**src/rtl/mul_r4_seq.sv**
```systemverilog
// Sequential radix-4 Booth multiplier: one Booth digit per RUN cycle, valid/ready on both sides.
// Supports unsigned, signed and signed-by-unsigned products of two WIDTH-bit operands.
module mul_r4_seq #(
   parameter int WIDTH = 16
) (
   input  logic                 clk,
   input  logic                 rst_n,
   input  logic                 in_valid,
   output logic                 in_ready,
   input  logic [WIDTH-1:0]     a,
   input  logic [WIDTH-1:0]     b,
   input  logic [1:0]           mode,
   output logic                 out_valid,
   input  logic                 out_ready,
   output logic [2*WIDTH-1:0]   p
);

   localparam int N  = WIDTH / 2 + 1;
   localparam int CW = $clog2(N);
   localparam int PW = 2 * WIDTH;

   typedef enum logic [1:0] {IDLE, RUN, DONE} state_t;

   state_t          state, state_nxt;
   logic [CW-1:0]   step;
   logic [PW-1:0]   mcand;
   logic [PW-1:0]   acc;
   logic [PW-1:0]   pp;
   logic [PW-1:0]   acc_nxt;
   logic [WIDTH+1:0] mult;
   logic            prev;
   logic            zero_op;
   logic            last_step;
   logic            signed_a;
   logic            signed_b;

   assign in_ready  = (state == IDLE);
   assign out_valid = (state == DONE);
   assign signed_a  = (mode != 2'b00);
   assign signed_b  = mode[0];
   assign zero_op   = (a == '0) || (b == '0);
   assign last_step = (step == CW'(N - 1));
   assign acc_nxt   = acc + pp;

   // Arithmetic modulo 2^PW is enough: the truncated product only needs the low PW bits.
   always_comb begin
      // NOTE: every always_comb output gets a default first so no latch is inferred.
      pp = '0;
      unique case ({mult[1:0], prev})
         3'b001, 3'b010: pp = mcand;
         3'b011:         pp = mcand << 1;
         3'b100:         pp = -(mcand << 1);
         3'b101, 3'b110: pp = -mcand;
         default:        pp = '0;
      endcase
   end

   always_ff @(posedge clk or negedge rst_n) begin
      // NOTE: sequential state uses non-blocking assignments so all registers update together.
      if (!rst_n) state <= IDLE;
      else        state <= state_nxt;
   end

   always_comb begin
      state_nxt = state;
      unique case (state)
         IDLE:    if (in_valid)  state_nxt = zero_op ? DONE : RUN;
         RUN:     if (last_step) state_nxt = DONE;
         DONE:    if (out_ready) state_nxt = IDLE;
         default:                state_nxt = IDLE;
      endcase
   end

   // Multiplicand shifts left and multiplier right by one Booth digit each RUN cycle.
   always_ff @(posedge clk or negedge rst_n) begin
      if (!rst_n) begin
         mcand <= '0;
         mult  <= '0;
         prev  <= 1'b0;
         acc   <= '0;
         step  <= '0;
         p     <= '0;
      end else begin
         unique case (state)
            IDLE: begin
               if (in_valid) begin
                  mcand <= {{WIDTH{signed_a & a[WIDTH-1]}}, a};
                  mult  <= {{2{signed_b & b[WIDTH-1]}}, b};
                  prev  <= 1'b0;
                  acc   <= '0;
                  step  <= '0;
                  if (zero_op) p <= '0;
               end
            end
            RUN: begin
               acc   <= acc_nxt;
               mcand <= mcand << 2;
               mult  <= mult >> 2;
               prev  <= mult[1];
               step  <= step + CW'(1);
               if (last_step) p <= acc_nxt;
            end
            default: ;
         endcase
      end
   end

endmodule

```
**config.mk**
```make
export PLATFORM = sky130hd
export DESIGN_NAME = mul_r4_seq
export DESIGN_NICKNAME = d
export VERILOG_FILES = /design/src/rtl/mul_r4_seq.sv
export SDC_FILE = /design/constraint.sdc
export NUM_CORES = 1
export LEC_CHECK = 0
export BUFFER_PORTS_ARGS = -buffer_cell sky130_fd_sc_hd__buf_2
export CAP_MARGIN = 20
export CORE_AREA = 2 2 157 159
export CTS_BUF_LIST = sky130_fd_sc_hd__clkbuf_2
export CTS_CLUSTER_DIAMETER = 200
export DETAILED_ROUTE_END_ITERATION = 7
export DIE_AREA = 0 0 159 161
export GPL_ROUTABILITY_DRIVEN = 0
export SYNTH_ARGS = -nofsm -noshare
export SYNTH_HDL_FRONTEND = slang
export SYNTH_SLANG_ARGS = --single-unit
```
**constraint.sdc**
```tcl
create_clock -name clk -period 7.3 [get_ports clk]
set_clock_uncertainty 0.1 [all_clocks]
set_input_delay 1.095 -clock clk [delete_from_list [all_inputs] [get_ports clk]]
set_output_delay 1.095 -clock clk [all_outputs]
set_load 0.01 [all_outputs]
```
Word-level counts from Yosys, hierarchy flattened
Cells that the tools add are included.
Widths: inputs -> output; s select.
Cells by class
  eq/ne operators: 13
  bitwise operators: 2
  mux-type cells: 20
  add/subtract/negate cells: 4
  reductions and logical operators: 11
Operators with widths (count)
  $pmux 32 s2: 3
  $mux 32: 5
  $pmux 32 s4: 1
  $neg 32->32: 2
  $pmux 18 s2: 1
  $add 32x32->32: 1
  $logic_not 16->1: 2
  $mux 18: 1
  $eq 3x3->1 const B: 3
  $mux 2: 4
  $pmux 4 s2: 1
  $eq 3x2->1 const B: 2
  $pmux 2 s3: 1
  $add 4x1->4 const B: 1
  $eq 4x4->1 const B: 1
  $mux 4: 1
  $ne 2x1->1 const B: 2
  $ne 2x2->1 const B: 2
  $reduce_and 4->1: 1
  $reduce_bool 2->1: 2
  $reduce_or 2->1: 2
  $eq 3x1->1 const B: 1
  $reduce_and 3->1: 1
  $and 1x1->1: 2
  other kinds (7): 7
Word-level totals
  word-level logic and storage cells: 57
  bits of input ports: 38
  output and inout bits: 34
  register bits: 121

Logic depth before layout (Yosys ltp)
Gate-level depths: netlist of run 1.
  depth in word-level cells: 6
  mapped depth: 19
  depth with buffers taken out: 18

Worst setup path after synthesis of run 1
No wires, ideal clock.
  kind: register to register
  start: register mcand[6]
  end: register p[26]
  arrival time: 3.870 ns
  required time: 7.080 ns
  setup time: 0.120 ns
  path buffers: 1
  path slack: 3.210 ns
  stages on the path, launching flop included: 19
  period minus slack after synthesis: 4.090 ns
  cells stage by stage: dfrtp_1 -> buf_2 -> nor4_4 -> nand3_1 -> or3_1 -> nand2_1 -> xnor2_1 -> a22oi_1 -> nor2_1 -> a221o_1 -> ha_1 -> and4_1 -> a221oi_1 -> o221ai_1 -> a21oi_2 -> nor2b_1 -> a221oi_2 -> xnor2_1 -> a31o_2
Between the ends
  cells in the longest elaborated chain, start to end: 5
  elaborated cells between the ends (all ways): 6
  those cells by class: add/sub: 3; mux: 3
Ends and longest elaborated chain
  start, declared: RTL line 26  | logic [PW-1:0] mcand;
  start signal, assigned: RTL line 87  | mcand <= {{WIDTH{signed_a & a[WIDTH-1]}}, a};
  start signal, assigned: RTL line 97  | mcand <= mcand << 2;
  $neg 32->32, on equally long branches: RTL line 53, 52
  $pmux 32 s4 (*): RTL line 49  | unique case ({mult[1:0], prev})
  $add 32x32->32 (*): RTL line 43  | assign acc_nxt = acc + pp;
  $mux 32 (*): RTL line 101  | if (last_step) p <= acc_nxt;
  $pmux 32 s2 (*): RTL line 84  | unique case (state)
  end signal, assigned: RTL line 101
  end, declared: RTL line 15  | output logic [2*WIDTH-1:0] p
Every way passes the cells marked *; elsewhere a longest branch is shown, timed or not. The select of a mux whose other input is x is not followed.
A chain may end at the register's enable or synchronous reset.

Worst setup path after layout of run 1
  start: register mult[0]
  end: register acc[29]
Between the ends
  cells in the longest elaborated chain, start to end: 5
  elaborated cells between the ends (all ways): 11
  those cells by class: add/sub: 1; eq/ne: 6; mux: 2; reduce/logical: 2
Ends and longest elaborated chain
  start, declared: RTL line 30  | logic [WIDTH+1:0] mult;
  start signal, assigned: RTL line 88  | mult <= {{2{signed_b & b[WIDTH-1]}}, b};
  start signal, assigned: RTL line 98  | mult <= mult >> 2;
  $eq 3x3->1 (tied with other cells): RTL line 49
  $reduce_or 2->1: RTL line 49
  $pmux 32 s4 (*): RTL line 49
  $add 32x32->32 (*): RTL line 43
  $pmux 32 s2 (*): RTL line 84
  end signal, assigned: RTL line 96  | acc <= acc_nxt;
  end, declared: RTL line 27  | logic [PW-1:0] acc;
Every way passes the cells marked *; elsewhere a longest branch is shown, timed or not.

==> results of run 1 <==
per-layer routing:
| metal | track usage (%) | vias up |
|---|---|---|
| li1 | - | 3651 |
| met1 | 22.7 | 3505 |
| met5 | 0 | - |
| met2 | 29.5 | 147 |
| met4 | 5.25 | 0 |
| met3 | 2.82 | 25 |
layout by cell type, fill, tap and decap left out, drive strengths merged, types with 7 or more instances in the layout:
| cell | Yosys | routed |
|---|---|---|
| a31oi | 39 | 39 |
| or3 | 15 | 15 |
| a211oi | 9 | 9 |
| buf | 12 | 79 |
| a221oi | 10 | 10 |
| a21oi | 54 | 54 |
| nand2b | 7 | 7 |
| ha | 34 | 34 |
| xor2 | 38 | 38 |
| xnor2 | 28 | 28 |
| inv | 14 | 20 |
| nor3 | 15 | 15 |
| nor2 | 91 | 91 |
| nor4 | 15 | 15 |
| dfrtp | 120 | 120 |
| o21ai | 111 | 111 |
| clkbuf | 68 | 17 |
| a22oi | 18 | 18 |
| a21o | 24 | 24 |
| and2 | 8 | 8 |
| nand3 | 9 | 9 |
| nand2 | 215 | 215 |
metrics by stage:
| step | setup slack (ps) | utilization, % | hold slack [ps] | cells | instance area, µm² |
|---|---|---|---|---|---|
| global placement | 2370 | 36.4 | 357 | 1353 | 8720 |
| finish | 2280 | 37.4 | 277 | 1386 | 8950 |
| floorplan | 3210 | - | 350 | 1030 | 8220 |
| CTS | 2280 | 37.3 | 245 | 1385 | 8950 |
| detailed placement | 2220 | 36.4 | 366 | 1353 | 8720 |
| global route | 1640 | 37.4 | 266 | 1386 | 8950 |
cell usage after synthesis (all sizes together), types with 7 or more instances:
master and instances:
nand2 215, dfrtp 120, o21ai 111, nor2 91
clkbuf 68, a21oi 54, a31oi 39, xor2 38
ha 34, xnor2 28, a21o 24, a22oi 18
nor3 15, nor4 15, or3 15, inv 14
buf 12, a221oi 10, a211oi 9, nand3 9
and2 8, nand2b 7
path summary, 6_finish.rpt:
| path | endpoint | slack [ps] | cells past startpoint |
|---|---|---|---|
| max | acc[29] | 2280 | 14 |
| min | acc[11] | 280 | 1 |
| max reg2reg | acc[29] | 2280 | 14 |
| min reg2reg | p[15] | 410 | 2 |
| max in group asynchronous | mcand[31] | 5450 | 2 |
| min in group clk | p[15] | 410 | 2 |
cells by family after synthesis:
logic type | after synthesis | share of synthesized area [%]
flops | 120 | 36.6
simple gates | 403 | 21.9
fa+ha+maj | 35 | 5.42
buf+inv | 94 | 4.66
mux | 5 | 0.655
compound gates | 307 | 23.7
xor+xnor | 66 | 7.04
layout make-up:
| type | instances | area (µm²) |
|---|---|---|
| inverters | 14 | 52.6 |
| repair buffers | 79 | 418 |
| diodes | 1 | 2.50 |
| clock buffers | 17 | 85.1 |
| flip-flops and latches | 120 | 3000 |
| multi-input cells | 816 | 4840 |
| clock inverters | 15 | 141 |
| well taps | 324 | 405 |
| fillers | 2518 | 15000 |
sequential cells by signal, indices dropped and copies added, names as in the netlist:
| signal | cells |
|---|---|
| acc | 32 |
| mcand | 32 |
| p | 32 |
| mult | 17 |
| step | 4 |
| state | 2 |
| prev | 1 |
==> summary.md, run 1 <==
| Metric | Value |
|---|---|
| Sequential fraction of the synthesis area | `between 30 and 40%` |
| Htree depth | `4` |
| Yosys top cell by area | `dfrtp_1` |
| Mapped cell area | `around 8200 µm²` |
| Gate Count Post-Synth | `1030` |
| CTS tree | `yes` |
| Top sig layer | `met4` |
| Setup crit start kind | `flip-flop` |
| Layout cells sized above 1 | `about an eighth` |
| Post-CTS setup buffers | `0` |
| Grt total ovfl | `0` |
| Most used cell, CP | `o21ai_0` |
| Met2 Routed Length | `~11000 µm` |
| Die width | `about 160 µm` |
| DR vias/cell | `about 5.3` |
| Root Buffer | `clkbuf_2` |
| Wire length on met3 | `~710 µm` |
| IO buf count | `71` |
| Crit path DAT | `roughly 5600 ps` |
| Residual DRC | `0` |
| Core Rows | `between 50 and 60` |
| Slew Viols, Final | `0` |
| Vias in the first global route | `between 6000 and 7000` |
| Reg2reg start | `mult[0]` |
| CP top delay family | `compound AO/OA/AOI/OAI gates` |
| TritonCTS Buffers | `17` |
| Nets | `1121` |
| Post-synth top flop | `dfrtp_1` |
| Fin. Hold Viols | `0` |
| Via count | `7328` |
| Setup violations, final | `0` |
| Wire per inst | `roughly 16 µm` |
| Netlist cell types | `between 60 and 70` |
| CP max stage delay | `680 ps` |
| WS Path Type | `flip-flop to flip-flop` |
| Gr usage total | `between 15 and 20%` |
| Highest clock rate | `approximately 0.2 GHz` |
| Die height | `~160 µm` |
| Clk_lat worst skew | `approximately 710 ps` |
| Clock edge transition at the registers on the reported setup and hold paths | `~230 ps` |
| Slew HR | `between 40 and 50%` |
| CP Launch Point | `mult[0]` |
| CTS-repair resized insts | `0` |
| Final worst-path cycle share | `roughly 69%` |
| Clk buf depth | `2` |
| First-pass GRT wire length | `between 30000 and 40000 µm` |
| Die area | `around 26000 µm²` |
| Starting Density | `about a third` |
| Starting DRT DRC Count | `a little over 500` |
| Slowest CP cell | `nand2_1` |
| Tmin final | `between 5000 and 6000 ps` |
| Synth area leaders | `dfrtp_1 (37%), nand2_1 (9.8%), o21ai_0 (6.6%)` |
| DR pass1 iterations | `5` |
| YS warnings | `0` |
| Area Growth Syn to Fin | `8.97%` |
| Critical path cell sequence | `nor2_1, nand2_1, o21ai_0, a22oi_1, o21ai_0, ha_1, a2111oi_0, o21ai_0, a31oi_1, o21ai_0, a31oi_1, o31a_1, xor2_1, o21ai_0` |
| Status | `finished, final reports clean` |
| Worst-Margin Slew | `~880 ps` |
| Worst setup EP type | `flip-flop` |
| # hold bufs at CTS | `0` |
| Hold/Removal Path Class | `primary input to asynchronous set/reset pin` |
| Net Count, Synth | `between 1000 and 1500` |
| #FFs+latches synth | `between 100 and 150` |
| I/O Pins | `between 70 and 80` |
| Buffer and inverter count on the worst path | `0` |
| CP required | `7820 ps` |
| Largest net degree at the start of global routing | `between 60 and 70` |
| Wl on met1 | `between 9000 and 10000 µm` |
| Unrepaired setup endpoints after global routing | `no` |
| Post-synth EDFFs | `0` |
| Synth top area share | `36.6%` |
| Setup TNS | `0 ps` |
| Async SR Flop Fraction | `100%` |
| Post-detail-place hpwl | `~16000 µm` |
| Crit Path Max Fanout | `30` |
| Core area | `24000 µm²` |
| Synthesized area per cell | `between 7 and 8 µm²` |
| # Max-Cap Violations | `0` |
| Clock Sinks | `120` |
| DRT antenna net count | `0` |
| Final WL | `between 20000 and 25000 µm` |
| Antenna violations before repair | `1` |
Power of run 1 is not shown: default switching activity piles up to over one toggle a cycle in this logic, so the estimate is an artifact.
==> run 2, diff against run 1 <==
ABC_AREA = 1   (was default)
clock period = 4.19 ns   (was 7.3 ns; I/O delays follow)
==> run 2 against run 1 <==
Synthesized cell count rose by 13%. Utilization rose by 1.1 points. Critical path type unchanged. Non-clock buffer count rose by 3. Register-to-register slack got worse by 1900 ps. Wire length rose by 6.4%. Sequential share of layout area fell by 0.93 points. Critical path depth rose by 3. Global-route usage rose by 1.4 points.
==> summary.md, run 2 <==
| Metric | Value |
|---|---|
| Hold/Removal Path Class | `primary input to flip-flop (was primary input to asynchronous set/reset pin)` |
| Crit path DAT | `4310 ps (was 5550 ps)` |
| Final worst-path cycle share | `91.8% (was 68.8%)` |
| Commonest cells after routing, fill and taps aside | `nand2_1 (281), inv_1 (140), dfrtp_1 (120) (was nand2_1 (214), dfrtp_1 (120), o21ai_0 (108))` |
| DR vias/cell | `5.14 (was 5.29)` |
| Status | `finished, final reports clean (unchanged)` |
| Post-detail-place hpwl | `17300 µm (was 15800 µm)` |
| Starting Density | `34.6% (was 34.3%)` |
| Top flop regs | `acc: 32 flops, mcand: 32 flops, p: 32 flops (unchanged)` |
| Die width | `159 µm (unchanged)` |
| Die area | `25600 µm² (unchanged)` |
| Core Rows | `57 (unchanged)` |
| Post-synth EDFFs | `0 (unchanged)` |
| Tmin final | `3850 ps (was 5020 ps)` |
| Gr usage total | `18.7% (was 17.3%)` |
| Async SR Flop Fraction | `100% (unchanged)` |
| Nets | `1289 (was 1121)` |
| CTS tree | `yes (unchanged)` |
| Synthesized area per cell | `7.15 µm² (was 7.98 µm²)` |
| Clk buf depth | `2 (unchanged)` |
| FF-to-FF path depth | `17 (was 14)` |
| Gate Count Post-Synth | `1160 (was 1030)` |
| Clock edge transition at the registers on the reported setup and hold paths | `190 ps (was 230 ps)` |
| Hold path depth | `3` |
| Clk_lat worst skew | `720 ps (was 710 ps)` |
| Largest net degree at the start of global routing | `97 (was 67)` |
| Slew HR | `40.8% (was 41.5%)` |
| Most frequent cell after synthesis | `nand2_1 (unchanged)` |
| Net Count, Synth | `1233 (was 1103)` |
| Fin. Hold Viols | `0 (unchanged)` |
| Leading cell type in the layout, fill and taps excluded | `nand2_1 (unchanged)` |
| Die height | `161 µm (unchanged)` |
| DRT antenna net count | `0 (unchanged)` |
| Sequential fraction of the synthesis area | `36.2% (was 36.6%)` |
| TritonCTS Buffers | `17 (unchanged)` |
| #FFs+latches synth | `120 (unchanged)` |
| Mapped cell area | `8300 µm² (was 8220 µm²)` |
| Via count | `7992 (was 7328)` |
| Reg2reg setup slack | `340 ps (was 2280 ps)` |
| YS warnings | `0 (unchanged)` |
| DR pass1 iterations | `5 (unchanged)` |
| Area Growth Syn to Fin | `11.0% (was 8.97%)` |
| Final Cell Area | `9210 µm² (was 8950 µm²)` |
| Antenna violations before repair | `3 (was 1)` |
| Root Buffer | `clkbuf_2 (unchanged)` |
| Grt total ovfl | `0 (unchanged)` |
| Core area | `24000 µm² (unchanged)` |
| Starting DRT DRC Count | `651 (was 508)` |
| CP required | `4650 ps (was 7820 ps)` |
| First-pass GRT wire length | `38700 µm (was 36200 µm)` |
| Setup violations, final | `0 (unchanged)` |
| Synth top area share | `36.2% (was 36.6%)` |
| Clock Sinks | `120 (unchanged)` |
| Post-synth top flop | `dfrtp_1 (unchanged)` |
| Area after DPL | `8950 µm² (was 8720 µm²)` |
| I/O Pins | `72 (unchanged)` |
| Htree depth | `4 (unchanged)` |
| Yosys top cell by area | `dfrtp_1 (unchanged)` |
| Layout cells sized above 1 | `10.7% (was 13.0%)` |
| WS Path Type | `flip-flop to flip-flop (unchanged)` |
| Residual DRC | `0 (unchanged)` |
| Wire per inst | `15.0 µm (was 15.8 µm)` |
| Unrepaired setup endpoints after global routing | `no (unchanged)` |
| Synth area leaders | `dfrtp_1 (36%), nand2_1 (13%), inv_1 (6.3%) (was dfrtp_1 (37%), nand2_1 (9.8%), o21ai_0 (6.6%))` |
| # Max-Cap Violations | `0 (unchanged)` |
| Final WL | `23300 µm (was 21900 µm)` |
| Vias in the first global route | `7548 (was 6947)` |
| Slew Viols, Final | `0 (unchanged)` |
| Commonest cells in the netlist | `nand2_1 (281), inv_1 (140), dfrtp_1 (120), o21ai_0 (104), nor2_1 (89) (was nand2_1 (214), dfrtp_1 (120), o21ai_0 (108), nor2_1 (91), clkbuf_1 (66))` |
| Setup TNS | `0 ps (unchanged)` |
| Worst-Margin Slew | `888 ps (was 877 ps)` |
| Setup crit start kind | `flip-flop (unchanged)` |
| Crit Path Max Fanout | `6 (was 30)` |
| Highest clock rate | `0.260 GHz (was 0.199 GHz)` |
| Netlist cell types | `45 (was 61)` |
| Worst setup EP type | `flip-flop (unchanged)` |
| IO buf count | `71 (unchanged)` |
| Post-CTS setup buffers | `0 (unchanged)` |
run 2: cell count changes in the layout (fill, tap and decap cells not counted), sizes merged, moves of 26 or more:
cell	change
o211ai	+28
o21ai	+26
xnor2	-27
inv	+126
a31oi	-37
nand2	+68
nand3	+52
run 2: worst paths after layout:
path                       startpoint  endpoint
min in group asynchronous       rst_n   acc[24]
hold / removal                   a[1]  mcand[1]
setup / recovery             mcand[1]     p[18]
setup reg to reg             mcand[1]     p[18]
max in group asynchronous       rst_n  mcand[9]
hold reg to reg                 p[20]     p[20]
run 2: routing by layer:
layer,vias up,part of all wire [%],global-route usage (%)
met5,-,0.10,0
met4,4,2.0,5.79
met3,31,5.5,3.95
met2,195,44,29.4
met1,3704,48,26.0
li1,4058,-,-
run 2: cell families after synthesis:
kind of cell	synth area share, %
buffers and inverters	8.93
xor gates and xnor gates	2.64
DFF	36.2
and+or+nand+nor	24.7
AOI/OAI and AO/OA	22.2
adders and majority gates	5.37
run 2: area by class of cell:
cell class,instances,area [µm²]
antenna,1,2.50
clock buffer,18,90.1
clock inverter,14,134
fill,2541,14800
inverter,146,548
multi-input combinational,849,4570
sequential,120,3000
tap,324,405
timing repair buffer,82,459
run 2: through the flow:
step	worst slack (ps)	hold slack (ps)	utilization, %	std cells
after floorplan	1050	233	-	1160
after CTS	354	20.7	38.3	1552
after global routing	31.3	20.3	38.4	1554
final	342	86.8	38.4	1554
after global placement	483	367	37.4	1519
after detailed placement	392	371	37.4	1519
run 2: critical path: stages (launching register included):
cell,delay (ps)
dfrtp_1,400
inv_1,170
nand3_2,160
nor3_1,390
nand2_1,120
xor2_1,200
nor2_1,60
a221oi_1,200
o21ai_0,150
ha_1,380
nand2_1,130
nor2_1,350
a21oi_1,130
nand2_1,210
a21boi_1,110
or2_2,280
nand3_1,100
o21ai_1,70
run 2: what timing repair did:
item | CTS | global route
endpoints found under the hold margin | 65 | 0
hold buffers | 1 | 0
resized for setup | 0 | 3
setup endpoints to repair | 0 | 4
Power of run 2 is left out for the same reason.
